## config.mk

```make
export PLATFORM = sky130hd
export DESIGN_NAME = four_div_two
export DESIGN_NICKNAME = d
export VERILOG_FILES = /design/src/rtl/four_div_two_pkg.sv /design/src/rtl/four_div_two_seg7.sv /design/src/rtl/four_div_two.sv
export SDC_FILE = /design/constraint.sdc
export NUM_CORES = 1
export LEC_CHECK = 0
export CAP_MARGIN = 20
export CORE_MARGIN = 2
export CORE_UTILIZATION = 61
export DETAILED_ROUTE_END_ITERATION = 8
export DONT_BUFFER_PORTS = 1
export HOLD_SLACK_MARGIN = 0.06
export PLACE_DENSITY = 0.77
export SETUP_SLACK_MARGIN = 0.05
export SLEW_MARGIN = 20
export SYNTH_ARGS = -nofsm -noshare
export SYNTH_HDL_FRONTEND = slang
export SYNTH_SLANG_ARGS = --single-unit
```

## constraint.sdc

```tcl
create_clock -name clk -period 1.75 [get_ports clk]
set_input_delay 0.35 -clock clk [delete_from_list [all_inputs] [get_ports clk]]
set_output_delay 0.35 -clock clk [all_outputs]
set_load 0.1 [all_outputs]
```

## src/rtl/four_div_two_pkg.sv

```systemverilog
// Shared types and display constants for the four_div_two divider and
// the matching seven-segment display logic.
package four_div_two_pkg;

  typedef enum logic [1:0] {
    IDLE = 2'd0,
    RUN  = 2'd1,
    DONE = 2'd2
  } state_t;

  // Segments a-g in bits 0-6, active-high; dp (bit 7) and bit 8 stay low.
  localparam logic [8:0] SEG_HEX [0:15] = '{
    9'h03f, 9'h006, 9'h05b, 9'h04f, 9'h066, 9'h06d, 9'h07d, 9'h007,
    9'h07f, 9'h06f, 9'h077, 9'h07c, 9'h039, 9'h05e, 9'h079, 9'h071
  };

  localparam logic [8:0] SEG_DASH  = 9'h040;
  localparam logic [8:0] SEG_BLANK = 9'h000;

endpackage

```

## src/rtl/four_div_two_seg7.sv

```systemverilog
// Combinational hex-to-seven-segment decoder with a dash override;
// shared with the multiplier display.
module seg7_hex_decoder
  import four_div_two_pkg::*;
(
  input  logic [3:0] value,
  input  logic       dash,
  output logic [8:0] seg
);

  always_comb begin
    seg = SEG_BLANK;
    if (dash) begin
      seg = SEG_DASH;
    end else begin
      seg = SEG_HEX[value];
    end
  end

endmodule

```

## src/rtl/four_div_two.sv

```systemverilog
// Sequential restoring divider (DW-bit dividend / VW-bit divisor) driving
// active-low result LEDs and a seven-segment pattern of the quotient.
module four_div_two
  import four_div_two_pkg::*;
#(
  parameter int unsigned DW = 4,
  parameter int unsigned VW = 2
) (
  input  logic          clk,
  input  logic          rst,
  input  logic          start,
  input  logic [DW-1:0] dividend,
  input  logic [VW-1:0] divisor,
  output logic          busy,
  output logic          done,
  output logic          div_zero,
  output logic [DW-1:0] q_led_n,
  output logic [VW-1:0] r_led_n,
  output logic [8:0]    seg
);

  localparam int unsigned CW = (DW > 1) ? $clog2(DW) : 1;

  state_t state, state_nx;

  logic [DW-1:0] dvd_sh;
  logic [VW-1:0] dvs_r;
  logic [VW-1:0] p_rem;
  logic [DW-1:0] q_acc;
  logic [CW-1:0] step;
  logic [DW-1:0] quotient;
  logic [VW-1:0] remainder;

  logic [VW:0]   t;
  logic          ge;
  logic [VW-1:0] p_rem_nx;
  logic [DW-1:0] q_acc_nx;
  logic          last_step;
  logic          dz;
  logic [3:0]    q_hex;

  // One restoring step: bring down the next dividend bit, subtract if it fits.
  always_comb begin
    t         = {p_rem, dvd_sh[DW-1]};
    ge        = (t >= {1'b0, dvs_r});
    p_rem_nx  = ge ? VW'(t - {1'b0, dvs_r}) : VW'(t);
    q_acc_nx  = (q_acc << 1) | DW'(ge);
    last_step = (step == CW'(DW - 1));
    dz        = (divisor == '0);
  end

  always_ff @(posedge clk) begin
    if (rst) begin
      state <= IDLE;
    end else begin
      state <= state_nx;
    end
  end

  always_comb begin
    state_nx = state;
    case (state)
      IDLE: begin
        if (start) begin
          state_nx = dz ? DONE : RUN;
        end
      end
      RUN: begin
        if (last_step) begin
          state_nx = DONE;
        end
      end
      DONE:    state_nx = IDLE;
      default: state_nx = IDLE;
    endcase
  end

  always_comb begin
    busy = (state == RUN);
    done = (state == DONE);
  end

  // Results load on the edge that enters DONE and hold through later runs.
  always_ff @(posedge clk) begin
    if (rst) begin
      dvd_sh    <= '0;
      dvs_r     <= '0;
      p_rem     <= '0;
      q_acc     <= '0;
      step      <= '0;
      quotient  <= '0;
      remainder <= '0;
      div_zero  <= 1'b0;
    end else begin
      case (state)
        IDLE: begin
          if (start) begin
            dvd_sh <= dividend;
            dvs_r  <= divisor;
            p_rem  <= '0;
            q_acc  <= '0;
            step   <= '0;
            if (dz) begin
              quotient  <= '1;
              remainder <= '0;
              div_zero  <= 1'b1;
            end
          end
        end
        RUN: begin
          dvd_sh <= dvd_sh << 1;
          p_rem  <= p_rem_nx;
          q_acc  <= q_acc_nx;
          step   <= step + 1'b1;
          if (last_step) begin
            quotient  <= q_acc_nx;
            remainder <= p_rem_nx;
            div_zero  <= 1'b0;
          end
        end
        default: ;
      endcase
    end
  end

  always_comb begin
    q_led_n         = ~quotient;
    r_led_n         = ~remainder;
    q_hex           = '0;
    q_hex[DW-1:0]   = quotient;
  end

  seg7_hex_decoder u_seg (
    .value (q_hex),
    .dash  (div_zero),
    .seg   (seg)
  );

endmodule

```

==> run metrics, run 1 <==
status aborted with a tool error; Fail Step global routing; stop err [ERROR DPL-0038] Utilization greater than 100%, impossible to legalize; post-synth cell types 39; worst endpoint type primary output; Die H just over 50 um; Adder-Cell Fraction of Synth Area 8.58%; number of buffers created by CTS 3; async set or reset register ratio after synthesis 0%; sequential-to-total area share from yosys stat about 34%; HPWL after DPL between 2000 and 2500 um; mapped cell area ~1300 um2; Worst Endpoint after GRT Repair seg[3]; Gate Count Post-Synth ~150; DP Worst Slack -0.205 ns; Initial Util around 66%; CTS Buffer Depth 2; GPL Wtd Cong a little under 0.9; H-tree lvl count 1; I/O Buffers 0; Top FF cell, synth dfxtp_1; Die Wd around 50 um; CTS Hold Buffers Added 0; Clk Tree Root Cell clkbuf_4; Clock Sinks 22; Compound-Gate Fraction of Synth Area roughly a fifth; largest net degree at the start of global routing 24; Simple-Gate Fraction of Synth Area 23.5%; Synth Area in XOR/XNOR 0%; EDFF count, synth 0; mux contribution to synthesized area under 10%; syn avg cell area about 8.5 um2; I/O pins 27; row cnt 16; largest family of logic cells by synthesized area simple AND/OR/NAND/NOR gates; YS warnings 0; Synth Register Bits 22
metrics by stage:
stage | hold slack [ns] | std cells | cell area (um2) | utilization, %
4_1_cts | 0.0661 | 208 | 1880 | 93.8
3_5_place_dp | 0.412 | 200 | 1720 | 85.8
3_3_place_gp | 0.411 | 200 | 1720 | 85.8
2_1_floorplan | 0.424 | 155 | 1460 | -
cells in the mapped netlist (4+ instances only):
cell	count	area (um2)
buf_4	4	30.0
a21oi_1	8	40.0
ha_1	9	113
mux2i_1	4	40.0
inv_1	10	37.5
nand2_1	12	45.0
dfxtp_1	22	440
nor2_1	29	109
nand2b_1	4	25.0
nor3_1	5	25.0
a22oi_1	5	37.5
a311oi_1	4	35.0
cell families after synthesis:
logic type	Yosys count
buffers and inverters	21
AOI/OAI and AO/OA	34
other	1
DFF	22
adders and majority gates	9
and+or+nand+nor	62
muxes	5
timing repair:
| item | CTS |
|---|---|
| gates resized for setup | 18 |
| pin swaps | 10 |
| setup buffers | 4 |
| setup endpoints to repair | 12 |
==> run 2: changes to the inputs <==
Settings changed: CORE_AREA set to 2 2 63 65, CORE_MARGIN 2 to unset, CORE_UTILIZATION 61 to unset, DIE_AREA set to 0 0 65 67, HOLD_SLACK_MARGIN 0.06 to unset, PLACE_DENSITY 0.77 to unset, PLACE_DENSITY_LB_ADDON set to 0.15, SETUP_SLACK_MARGIN 0.05 to unset.
==> run 2 against run 1 <==
Net effect:
- the flow now finishes, with violations (negative setup slack)
- synthesized cell count unchanged
- synthesized area is the same
==> run metrics, run 2 <==
WL/cell 13.2 um; crit path buf inv count 3; sequential-to-total area share from yosys stat approximately a third; Max FO, Critical Path 3; CP Class reg2out; CP Capture Type primary output; Min Hold Slack 0.143 ns; Ant. Diodes 0; clock-pin slew on the worst setup and hold paths approximately 0.080 ns; Pint between 0.9 and 1 mW; share of cells above drive strength 1 around 43%; DP Worst Slack -0.209 ns; final wirelength ~3000 um; CTS Hold Buffers Added 0; Die Wd between 60 and 70 um; Final Core Density about 53%; top-area cell type share of the netlist area 33.6%; syn avg cell area about 8.5 um2; commonest non-fill, non-tap cell in the layout nor2_1; grt ovf 0; drt via density slightly above 5; crit path DAT 1.85 ns; min-delay worst type in2reg; Top FF cell, synth dfxtp_1; post-synth cell types 39; initial drt markers 25; number of buffers created by CTS 3; Clk pwr share a little under a quarter; CTS tree yes; HPWL after DPL between 2000 and 2500 um; Gate Count Post-Synth 154; final worst path period need between 2 and 2.5 ns; RSZ-0062 raised after global routing yes; DRT Pass-1 Iters 4; status finished with violations; Core ar. 3610 um2; largest net degree at the start of global routing 24; die area around 4400 um2; peak supply drop about 0.00043 V; max cap viols 0; Comb power frac approximately two fifths; cell taking the most area after synthesis dfxtp_1; GRT met1 Usage 15.7%; Worst setup SP type flip-flop; grt met3 use 1.69%; fill cell count 340; row cnt 22; Synth Register Bits 22; failing checks negative setup slack; Die H about 67 um; remaining antenna violation count 0; I/O Buffers 0; pwr/cell area 822 nW/um2; final hold vios 0; gr busiest metal met2; # DRC 0; initial antenna violation count 0; CTS Buffer Depth 2; number of global-route vias before repair 1,118; M2 GR Usage 29.9%; Final Max Tran Viols 0; worst clock skew between 0.001 and 0.0015 ns; Crit path max-delay family multiplexers; Crit path required time roughly 1.4 ns; Worst-Skew Late Latency 0.26 ns; worst-path cell chain clkinvlp_4 > ha_4 > inv_2 > mux4_2 > nor2_4 > buf_12; Switching Power about 0.60 mW; Flop pwr share 35.8%; I/O pins 27; final total power 1.56 mW; synth-to-layout area growth 44.5%; mapped cell area 1310 um2; Total Neg Setup Slack -2.04 ns; min setup slack post-route -0.451 ns; Post-synth top cells nor2_1 (29), dfxtp_1 (22), nand2_1 (12); sw frac between 30% and 40%; Initial Util a little over a third; YS warnings 0; commonest non-fill, non-tap cells in the layout nor2_1 (25), buf_4 (20), dfxtp_1 (17); EDFF count, synth 0; CP peak stage delay 0.47 ns; Max Fclk 454 MHz; total track usage roughly 15%; slowest stage cell, crit path mux4_2; top post-synthesis cells by area dfxtp_1 (34%), ha_1 (8.6%), nor2_1 (8.3%); # setup viols final 7; H-tree lvl count 1; Leak Pwr 0.761 nW; async set or reset register ratio after synthesis 0%; first-pass GRT wire length approximately 5000 um; most numerous cell in the Yosys netlist nor2_1; Final #Nets 199; Clock Sinks 22; GPL Wtd Cong between 0.7 and 0.8; Clk Tree Root Cell clkbuf_8; total number of vias 1,154; crit share post-route 126%
-- run 2: cell counts after synthesis --
Identical to the previous run, type by type.
-- run 2: stage by stage --
stage,std cells,instance area [um2]
after global placement,222,1750
after CTS,228,1860
after global routing,228,1900
after detailed placement,222,1750
after floorplan,155,1460
final,228,1900
-- run 2: area by class of cell --
cell class                      count  area [um2]  area share, %
Clock buffer                        4        55.1           2.90
Inverter                           11        48.8           2.57
Multi-Input combinational cell    112         946           49.9
Sequential cell                    22         452           23.8
Tap cell                           48        60.1           3.17
Timing Repair Buffer               31         335           17.7
-- run 2: layer usage --
layer | wire, um | part of all wire [%]
met5 | 0 | 0
met1 | 1240 | 41
met4 | 17 | 0.57
met2 | 1650 | 55
met3 | 100 | 3.3
-- run 2: path summary, 6_finish.rpt --
check | start | cells after the start | slack, ns | endpoint
hold reg to reg | p_rem[0] | 2 | 0.48 | p_rem[0]
setup reg to reg | dvs_r[1] | 6 | 0.16 | remainder[0]
setup / recovery | q_hex[1] | 6 | -0.45 | seg[3]
hold / removal | rst | 1 | 0.14 | div_zero
-- run 2: cell families after synthesis --
group           after synthesis  share of synthesized area (%)
compound gates               34                           20.5
mux                           5                           4.77
fa+ha+maj                     9                           8.58
other cells                   1                          0.286
flops                        22                           33.6
simple gates                 62                           23.5
buf+inv                      21                           8.87
-- run 2: power groups by stage --
stage | sequential [mW] | clock (mW) | combinational (mW)
after floorplan | 0.571 | 0 | 0.469
after global placement | 0.567 | 0 | 0.618
after detailed placement | 0.569 | 0 | 0.627
after CTS | 0.557 | 0.372 | 0.640
after global routing | 0.562 | 0.384 | 0.679
final | 0.558 | 0.355 | 0.647
-- run 2: repair_timing --
item | in CTS | in global routing
gates resized for setup | 10 | 9
pin swaps | 6 | 6
setup buffers | 2 | 2
setup endpoints to repair | 8 | 10
hold endpoints to repair | 0 | 0
Power figures use the tool's default switching activity.
